**src/rtl/io_port_ctrl_pkg.sv**
```systemverilog
// io_port_ctrl_pkg: address map constants shared by the I/O responder
package io_port_ctrl_pkg;
    localparam int IO_ADDR_W = 3;
    localparam logic [IO_ADDR_W-1:0] IO_ADDR_STATUS = 3'd4;
    localparam logic [IO_ADDR_W-1:0] IO_ADDR_OVR = 3'd5;
endpackage

```
**src/rtl/io_in_slot.sv**
```systemverilog
// io_in_slot: one-byte input buffer, captures when empty, read-to-clear
module io_in_slot #(
    parameter int WIDTH = 8
) (
    input  logic             clk,
    input  logic             reset,
    input  logic             valid,
    input  logic [WIDTH-1:0] data,
    input  logic             clr,
    output logic             ready,
    output logic [WIDTH-1:0] q
);
    logic full;
    assign ready = ~full;
    // capture only when empty; a clear on the same edge as new data leaves a bubble
    always_ff @(posedge clk or posedge reset) begin
        if (reset) begin
            full <= 1'b0;
            q <= '0;
        end else if (!full && valid) begin
            full <= 1'b1;
            q <= data;
        end else if (full && clr) begin
            full <= 1'b0;
        end
    end
endmodule

```
**src/rtl/io_port_ctrl.sv**
```systemverilog
// io_port_ctrl: CPU I/O responder with buffered input slots and handshaked output ports
module io_port_ctrl
    import io_port_ctrl_pkg::*;
#(
    parameter int WIDTH = 8,
    parameter int N_IN = 4,
    parameter int N_OUT = 4
) (
    input  logic                   clk,
    input  logic                   reset,
    input  logic                   re_io,
    input  logic                   we_io,
    input  logic [IO_ADDR_W-1:0]   addr,
    input  logic [WIDTH-1:0]       wd_io,
    output logic [WIDTH-1:0]       rd_io,
    input  logic [N_IN*WIDTH-1:0]  in_data,
    input  logic [N_IN-1:0]        in_valid,
    output logic [N_IN-1:0]        in_ready,
    output logic [N_OUT*WIDTH-1:0] out_data,
    output logic [N_OUT-1:0]       out_valid,
    input  logic [N_OUT-1:0]       out_ack
);
    logic [3:0][WIDTH-1:0] in_q4;
    logic [3:0] full4, ov4, ovr4;
    logic ovr_clr;
    assign ovr_clr = re_io && addr == IO_ADDR_OVR;
    for (genvar i = 0; i < 4; i++) begin : g_in
        if (i < N_IN) begin : g_slot
            logic rdy;
            io_in_slot #(.WIDTH(WIDTH)) u_slot (
                .clk(clk),
                .reset(reset),
                .valid(in_valid[i]),
                .data(in_data[i*WIDTH +: WIDTH]),
                .clr(re_io && addr == IO_ADDR_W'(i)),
                .ready(rdy),
                .q(in_q4[i])
            );
            assign in_ready[i] = rdy;
            assign full4[i] = ~rdy;
        end else begin : g_none
            assign in_q4[i] = '0;
            assign full4[i] = 1'b0;
        end
    end
    for (genvar i = 0; i < 4; i++) begin : g_out
        if (i < N_OUT) begin : g_port
            logic [WIDTH-1:0] q;
            logic v, o, wr;
            assign wr = we_io && addr == IO_ADDR_W'(i);
            // accept a write when idle or when the pending byte is acked this cycle
            always_ff @(posedge clk or posedge reset) begin
                if (reset) begin
                    q <= '0;
                    v <= 1'b0;
                end else if (wr && (!v || out_ack[i])) begin
                    q <= wd_io;
                    v <= 1'b1;
                end else if (v && out_ack[i]) begin
                    v <= 1'b0;
                end
            end
            // sticky overrun on a dropped write; a new overrun beats a clearing read
            always_ff @(posedge clk or posedge reset) begin
                if (reset) o <= 1'b0;
                else if (wr && v && !out_ack[i]) o <= 1'b1;
                else if (ovr_clr) o <= 1'b0;
            end
            assign out_data[i*WIDTH +: WIDTH] = q;
            assign out_valid[i] = v;
            assign ov4[i] = v;
            assign ovr4[i] = o;
        end else begin : g_none
            assign ov4[i] = 1'b0;
            assign ovr4[i] = 1'b0;
        end
    end
    // combinational read mux so the CPU consumes data in the same cycle
    always_comb begin
        rd_io = !re_io ? '0 :
                !addr[2] ? in_q4[addr[1:0]] :
                addr == IO_ADDR_STATUS ? WIDTH'({ov4, full4}) :
                addr == IO_ADDR_OVR ? WIDTH'({4'b0, ovr4}) : '0;
    end
endmodule

```
**config.mk**
```make
export PLATFORM = sky130hd
export DESIGN_NAME = io_port_ctrl
export DESIGN_NICKNAME = d
export VERILOG_FILES = /design/src/rtl/io_port_ctrl_pkg.sv /design/src/rtl/io_in_slot.sv /design/src/rtl/io_port_ctrl.sv
export SDC_FILE = /design/constraint.sdc
export NUM_CORES = 1
export LEC_CHECK = 0
export ABC_AREA = 1
export CORE_MARGIN = 2
export CORE_UTILIZATION = 25
export DETAILED_ROUTE_END_ITERATION = 12
export GPL_ROUTABILITY_DRIVEN = 0
export PLACE_DENSITY = 0.53
export SYNTH_ARGS = -nofsm -noshare
export SYNTH_HDL_FRONTEND = slang
export SYNTH_SLANG_ARGS = --single-unit
```
**constraint.sdc**
```tcl
create_clock -name clk -period 5.7 [get_ports clk]
set_input_delay 0.57 -clock clk [delete_from_list [all_inputs] [get_ports clk]]
set_output_delay 0.57 -clock clk [all_outputs]
set_load 0.01 [all_outputs]
```
==> impl_summary.txt, run 1 <==
----------------------------------------------------
[Die]
  Die extent in y ... 123.2 µm
  Die X-Extent ... 123.2 µm
  Std-Cell Rows ... 43
  Area inside the core boundary ... 13880 µm²
  Initial core utilization ... 25.57%
  Floorplan die area ... 15170 µm²
  # IOs ... 103

[Critical path]
  Category of the worst setup path launch point ... primary input
  Crit path required time ... 5130 ps
  Data arrival at the endpoint of the critical path ... 2900 ps
  Worst R2R Start ... g_in[1].g_slot.u_slot.full
  Largest stage delay on the critical path ... 840 ps
  Cell type group with the largest total delay on the critical path ... buffers and inverters
  Endpoint type of the worst setup path ... output pin
  Worst-path cell chain ... clkdlybuf4s50_1 > inv_2 > nand2_1 > nor2_1 > nor2_1 > nand2_1 > a21oi_1 > clkdlybuf4s50_1
  Kind of critical path ... primary input to output pin
  Number of buffers and inverters on the critical path ... 3
  Start point of the critical path ... addr[0]
  Standard cell with the maximum stage delay on the critical path ... sky130_fd_sc_hd__clkdlybuf4s50_1
  CP Max Fanout ... 12

[Detailed routing]
  Routed Wire Length ... 9559 µm
  Via count ... 2821
  WL/cell ... 14.14 µm
  Count of unresolved DRC violations after routing ... 0
  Vias per cell ... 4.173
  Number of DRC markers after the initial detailed-route iteration ... 120
  DRT antenna net count ... 0
  Number of iterations in the first detailed-routing pass ... 4

[Yosys]
  Top-area cell type share of the netlist area ... 53.58%
  Fraction of synthesized area in multiplexers ... 4.759%
  Count of synthesis-stage warnings from yosys ... 0
  Post-synthesis share of cell area spent on xor and xnor gates ... 0%
  Flop and latch count out of synthesis ... 76
  Syn Inst Count ... 398
  Most area-hungry cell type in the Yosys netlist ... sky130_fd_sc_hd__dfrtp_1
  Post-Synthesis Mean Instance Area ... 8.919 µm²
  Sequential share of the synthesized area ... 53.58%
  Top post-synthesis cells by area ... sky130_fd_sc_hd__dfrtp_1 (54%), sky130_fd_sc_hd__nand2_1 (9.8%), sky130_fd_sc_hd__nor2_1 (6.0%), sky130_fd_sc_hd__mux2_2 (4.8%), sky130_fd_sc_hd__inv_1 (4.7%)
  Synth Net Count ... 453
  Simple-gate area share of the yosys netlist ... 21.57%
  Post-synthesis adder-cell area fraction ... 0%
  Post-synth design cell area ... 3550 µm²
  Number of distinct library cells after synthesis ... 29
  Post-synthesis compound-gate area fraction ... 10.54%
  Dominant combinational cell family by area after synthesis ... simple AND/OR/NAND/NOR gates

[Hold path]
  Type of the worst min-delay path ... flop to flop
  Min-Delay Startpoint ... g_out[3].g_port.q[3]

[CTS]
  Sinks on Clock Net ... 76
  Number of buffers on the longest clock path ... 2
  Clk_lat worst skew ... 330 ps
  Clock buffer count from CTS ... 9
  Hold buffer count at cts ... 0
  Number of levels in the clock H-tree ... 3
  Cell at the root of the clock tree ... sky130_fd_sc_hd__clkbuf_16
  Clock tree from TritonCTS ... built
  Setup Fix Bufs, Post-CTS ... 0
  Gates resized, CTS repair ... 0
  Clk slew on worst S/H paths ... 50 ps

[Global routing]
  Number of global-route vias before repair ... 3026
  Maximum number of pins on one net before global-route repair ... 77
  Global-route usage over all layers ... 13.36%
  Congestion Overflow GR ... 0
  First-pass GRT wire length ... 15410 µm
  Initial antenna violation count ... 0

[Power and ir drop]
  Static Leakage ... 2.293 nW
  Worst voltage drop across the vdd grid ... 0.0002684 V
  Power density over cell area ... 405.5 nW/µm²

[STA]
  Hold Fails Final Rpt ... 0
  Number of pins exceeding their max-slew limit in the final report ... 0
  Final clock period utilization by the worst path ... 60.93%
  Final min period ... 3473 ps
  Maximum clock frequency ... 287.9 MHz
  Number of setup violations in the final report ... 0
  Slew Limit Headroom ... 34.93%
  Transition time of the tightest slew-check pin ... 976.1 ps
  RSZ-0062 raised after global routing ... false
  Worst-case clock skew ... 4.001 ps
  Summed negative setup slack over all endpoints ... 0 ps

[Layout]
  ANT cells ... 0
  Layout area overhead ... 40.04%
  Fillers ... 1467
  Layout cell share with drive strength beyond 1 ... 12.10%
  Post-layout nets ... 547
  Area of all placed cells without fillers ... 4971 µm²

[Outcome]
  Outcome ... finished clean

[Placement]
  Standard cell area after detailed placement ... 4646 µm²
  Half-perimeter wire length after placement ... 7294 µm
  Input/output buffers ... 102

[Run]
  Max cap viols ... 0

----------------------------------------------------
## worst paths after layout
path                                              end  slack [ps]  cells past startpoint
max reg2reg                g_in[1].g_slot.u_slot.q[1]        4420                      3
min in group asynchronous        g_out[3].g_port.q[3]         880                      3
max                                          rd_io[3]        2230                      8
min                              g_out[3].g_port.q[3]         480                      2
min reg2reg                      g_out[3].g_port.q[3]         480                      2
max in group asynchronous  g_in[1].g_slot.u_slot.q[1]        4210                      3
## metrics by stage
step / worst slack [ps] / utilization [%] / total power, mW / hold WS, ps / std cells
6_report: 2227 / 35.81 / 2.016 / 483.4 / 676
5_1_grt: 2036 / 35.81 / 2.154 / 509.4 / 676
4_1_cts: 2201 / 35.81 / 2.049 / 486.4 / 676
3_5_place_dp: 2217 / 33.47 / 1.420 / 472.3 / 661
3_3_place_gp: 2321 / 33.47 / 1.410 / 469.9 / 661
2_1_floorplan: 3192 / - / 1.152 / 480.0 / 398
## placed cells by master, fill, tap and decap left out, drive strengths merged
| cell type | n |
|---|---|
| clkdlybuf4s50 | 102 |
| nand2 | 100 |
| dfrtp | 76 |
| nor2 | 61 |
| inv | 46 |
| o21ai | 37 |
| a21oi | 29 |
| mux2 | 15 |
| clkbuf | 11 |
| nor3 | 8 |
| clkinv | 3 |
| nand3 | 3 |
| bufinv | 2 |
| o22ai | 1 |
| clkinvlp | 1 |
| buf | 1 |
## cells in the mapped netlist (all sizes together)
library cell / number
a21oi: 29
buf: 18
clkbuf: 2
clkinv: 2
dfrtp: 76
inv: 46
mux2: 15
nand2: 100
nand3: 3
nor2: 61
nor3: 8
o21ai: 37
o22ai: 1
## cells by family after synthesis
kind of cell,after synthesis
simple gates,172
compound gates,67
mux,15
flops,76
buf+inv,68
## cell type report
cell class / count / area [µm²] / share of cell area (%)
inverter: 48 / 181.4 / 3.650
tap: 180 / 225.2 / 4.531
clock buffer: 11 / 252.7 / 5.084
multi-input combinational: 254 / 1309 / 26.33
sequential: 76 / 1902 / 38.26
timing repair buffer: 103 / 1028 / 20.69
clock inverter: 4 / 72.57 / 1.460
## report_power, final
part | internal, mW | switching [mW]
sequential | 0.717 | 0.0912
combinational | 0.298 | 0.294
clock | 0.404 | 0.212
total | 1.42 | 0.597
## worst reg2reg max path, delay by kind of cell (launching register included)
| kind | cells | cell delay [ps] |
|---|---|---|
| flops | 1 | 350 |
| buf+inv | 1 | 80 |
| simple gates | 1 | 340 |
| mux | 1 | 390 |
## state kept, by name (all words and copies together), names as in the netlist
name and count:
g_in.g_slot.u_slot.q 32, g_out.g_port.q 32, g_in.g_slot.u_slot.full 4, g_out.g_port.o 4, g_out.g_port.v 4
## routing by layer
layer,track usage (%),part of all wire (%),routed length (µm)
met1,15.59,41,3879
met2,22.05,47,4512
met3,6.365,11,1065
met4,3.480,1.1,102
met5,0,0,0
No activity file was read; power rests on OpenSTA's default activity.
==> run 2: changes to the inputs <==
clock period = 3.6 ns   (was 5.7 ns; I/O delays follow)
==> run 2 against run 1 <==
  * Combinational power up 59%
  * Cell count up 0.30%
  * Sequential share of layout area about the same
  * Non-clock buffer count up 1
  * Sequential power up 57%
  * Design area about the same
  * Critical path type unchanged
  * Largest cell class unchanged
  * Largest power group unchanged
==> impl_summary.txt, run 2 (same netlist as run 1, synthesis figures left out) <==
----------------------------------------------------
[Outcome]
  Outcome ... finished clean

[STA]
  Slew Limit Headroom ... 48.42%
  Worst-case clock skew ... 7.931 ps
  Number of setup violations in the final report ... 0
  RSZ-0062 raised after global routing ... false
  Hold WS ... 483.0 ps
  Summed negative setup slack over all endpoints ... 0 ps
  Hold Fails Final Rpt ... 0
  Number of pins exceeding their max-slew limit in the final report ... 0
  Final min period ... 2938 ps
  Transition time of the tightest slew-check pin ... 772.6 ps
  Maximum clock frequency ... 340.4 MHz
  Final clock period utilization by the worst path ... 81.61%

[CTS]
  Cell at the root of the clock tree ... sky130_fd_sc_hd__clkbuf_16
  Sinks on Clock Net ... 76
  Clock tree from TritonCTS ... built
  Gates resized, CTS repair ... 0
  Number of buffers on the longest clock path ... 2
  Clock buffer count from CTS ... 9
  Setup Fix Bufs, Post-CTS ... 0
  Clk slew on worst S/H paths ... 50 ps
  Hold buffer count at cts ... 0
  Number of levels in the clock H-tree ... 3
  Clk_lat worst skew ... 340 ps

[Critical path]
  Standard cell with the maximum stage delay on the critical path ... sky130_fd_sc_hd__clkdlybuf4s50_1
  Number of buffers and inverters on the critical path ... 3
  Cell type group with the largest total delay on the critical path ... buffers and inverters
  Worst-path cell chain ... clkdlybuf4s50_1 > clkinv_2 > nand2_1 > nor2_1 > nor2_1 > nand2_1 > a21oi_1 > clkdlybuf4s50_1
  Category of the worst setup path launch point ... primary input
  Endpoint type of the worst setup path ... output pin
  CP Max Fanout ... 9
  Data arrival at the endpoint of the critical path ... 2580 ps
  Crit path required time ... 3240 ps
  Kind of critical path ... primary input to output pin
  Largest stage delay on the critical path ... 760 ps

[Placement]
  Half-perimeter wire length after placement ... 7356 µm
  Number of cells after detailed placement ... 662
  Input/output buffers ... 102
  Standard cell area after detailed placement ... 4666 µm²

[Global routing]
  Global-route usage over all layers ... 13.66%
  Initial antenna violation count ... 0
  First-pass GRT wire length ... 15540 µm
  Number of global-route vias before repair ... 2945
  Congestion Overflow GR ... 0
  Maximum number of pins on one net before global-route repair ... 43

[Die]
  Area inside the core boundary ... 13880 µm²
  Die X-Extent ... 123.2 µm
  Initial core utilization ... 25.57%
  Std-Cell Rows ... 43
  Die extent in y ... 123.2 µm
  Floorplan die area ... 15170 µm²
  # IOs ... 103

[Power and ir drop]
  Net switching power of the design ... 950.7 µW
  Post-route total power ... 3.132 mW
  Combinational group share of total power ... 30.0%
  Clock group share of total power ... 29.3%
  Power density over cell area ... 630.3 nW/µm²
  Static Leakage ... 2.294 nW
  Sequential Power Share ... 40.7%
  Proportion of total power due to net switching ... 30.35%
  Worst voltage drop across the vdd grid ... 0.0002628 V
  Internal power component ... 2.181 mW

[Detailed routing]
  WL/cell ... 14.21 µm
  Routed Wire Length ... 9635 µm
  Via count ... 2844
  Vias per cell ... 4.195
  Count of unresolved DRC violations after routing ... 0
  DRT antenna net count ... 0
  Number of DRC markers after the initial detailed-route iteration ... 134
  Number of iterations in the first detailed-routing pass ... 4

[Hold path]
  Type of the worst min-delay path ... flop to flop

[Layout]
  Post-layout nets ... 548
  Layout cell share with drive strength beyond 1 ... 12.25%
  Final std cells w/o fill ... 678
  Most common cell after layout, fill and taps aside ... sky130_fd_sc_hd__clkdlybuf4s50_1
  Layout area overhead ... 40.01%
  Most frequent cells in the layout ... sky130_fd_sc_hd__clkdlybuf4s50_1 (102), sky130_fd_sc_hd__nand2_1 (93), sky130_fd_sc_hd__dfrtp_1 (76)
  Area of all placed cells without fillers ... 4970 µm²
  Regs by FF count ... g_in.g_slot.u_slot.q (32), g_out.g_port.q (32)
  ANT cells ... 0

[Run]
  Max cap viols ... 0

----------------------------------------------------
[run 2: cell types whose count changed in the layout (fill, tap and decap cells not counted)]
cell	delta
sky130_fd_sc_hd__buf_12	+1
sky130_fd_sc_hd__bufinv_16	-1
sky130_fd_sc_hd__clkbuf_1	+1
sky130_fd_sc_hd__clkinv_2	+1
[run 2: path summary, 6_finish.rpt]
path / startpoint / end / slack, ps / cells past startpoint
worst min-delay path: g_out[3].g_port.q[2] / g_out[3].g_port.q[2] / 480 / 2
worst max-delay path: addr[1] / rd_io[3] / 660 / 8
max in group asynchronous: reset / g_in[0].g_slot.u_slot.q[7] / 2410 / 3
min in group asynchronous: reset / g_out[0].g_port.q[3] / 510 / 2
worst max register to register: g_in[1].g_slot.u_slot.full / g_in[1].g_slot.u_slot.q[1] / 2300 / 3
worst min register to register: g_out[3].g_port.q[2] / g_out[3].g_port.q[2] / 480 / 2
[run 2: layer usage]
| metal | track usage, % | routed length (µm) |
|---|---|---|
| met2 | 22.56 | 4557 |
| met5 | 0 | 0 |
| met4 | 4.616 | 149 |
| met3 | 6.550 | 1007 |
| met1 | 15.46 | 3920 |
[run 2: cell type report]
type / count / area, µm²
Sequential cell: 76 / 1902
Clock buffer: 12 / 256.5
Fill cell: 1446 / 8911
Inverter: 48 / 181.4
Clock inverter: 4 / 47.55
Timing Repair Buffer: 104 / 1049
Tap cell: 180 / 225.2
Multi-Input combinational cell: 254 / 1309
[run 2: power by group through the flow]
| stage | Sequential [mW] | Combinational, mW | Clock (mW) |
|---|---|---|---|
| floorplan | 1.28 | 0.543 | 0 |
| global placement | 1.29 | 0.937 | 0 |
| detailed placement | 1.29 | 0.953 | 0 |
| CTS | 1.28 | 0.957 | 0.943 |
| global route | 1.31 | 1.05 | 0.984 |
| finish | 1.27 | 0.940 | 0.918 |
[run 2: worst reg2reg max path, stage by stage, from the launching register on]
cell and delay [ps]:
sky130_fd_sc_hd__dfrtp_1 340, sky130_fd_sc_hd__inv_1 80, sky130_fd_sc_hd__nand2_1 370, sky130_fd_sc_hd__mux2_2 390
[run 2: through the flow]
stage               worst slack, ps  utilization [%]
finish                        661.9            35.80
global route                  487.9            35.80
CTS                           683.8            35.80
detailed placement            691.0            33.61
global placement              745.0            33.61
floorplan                      1302                -
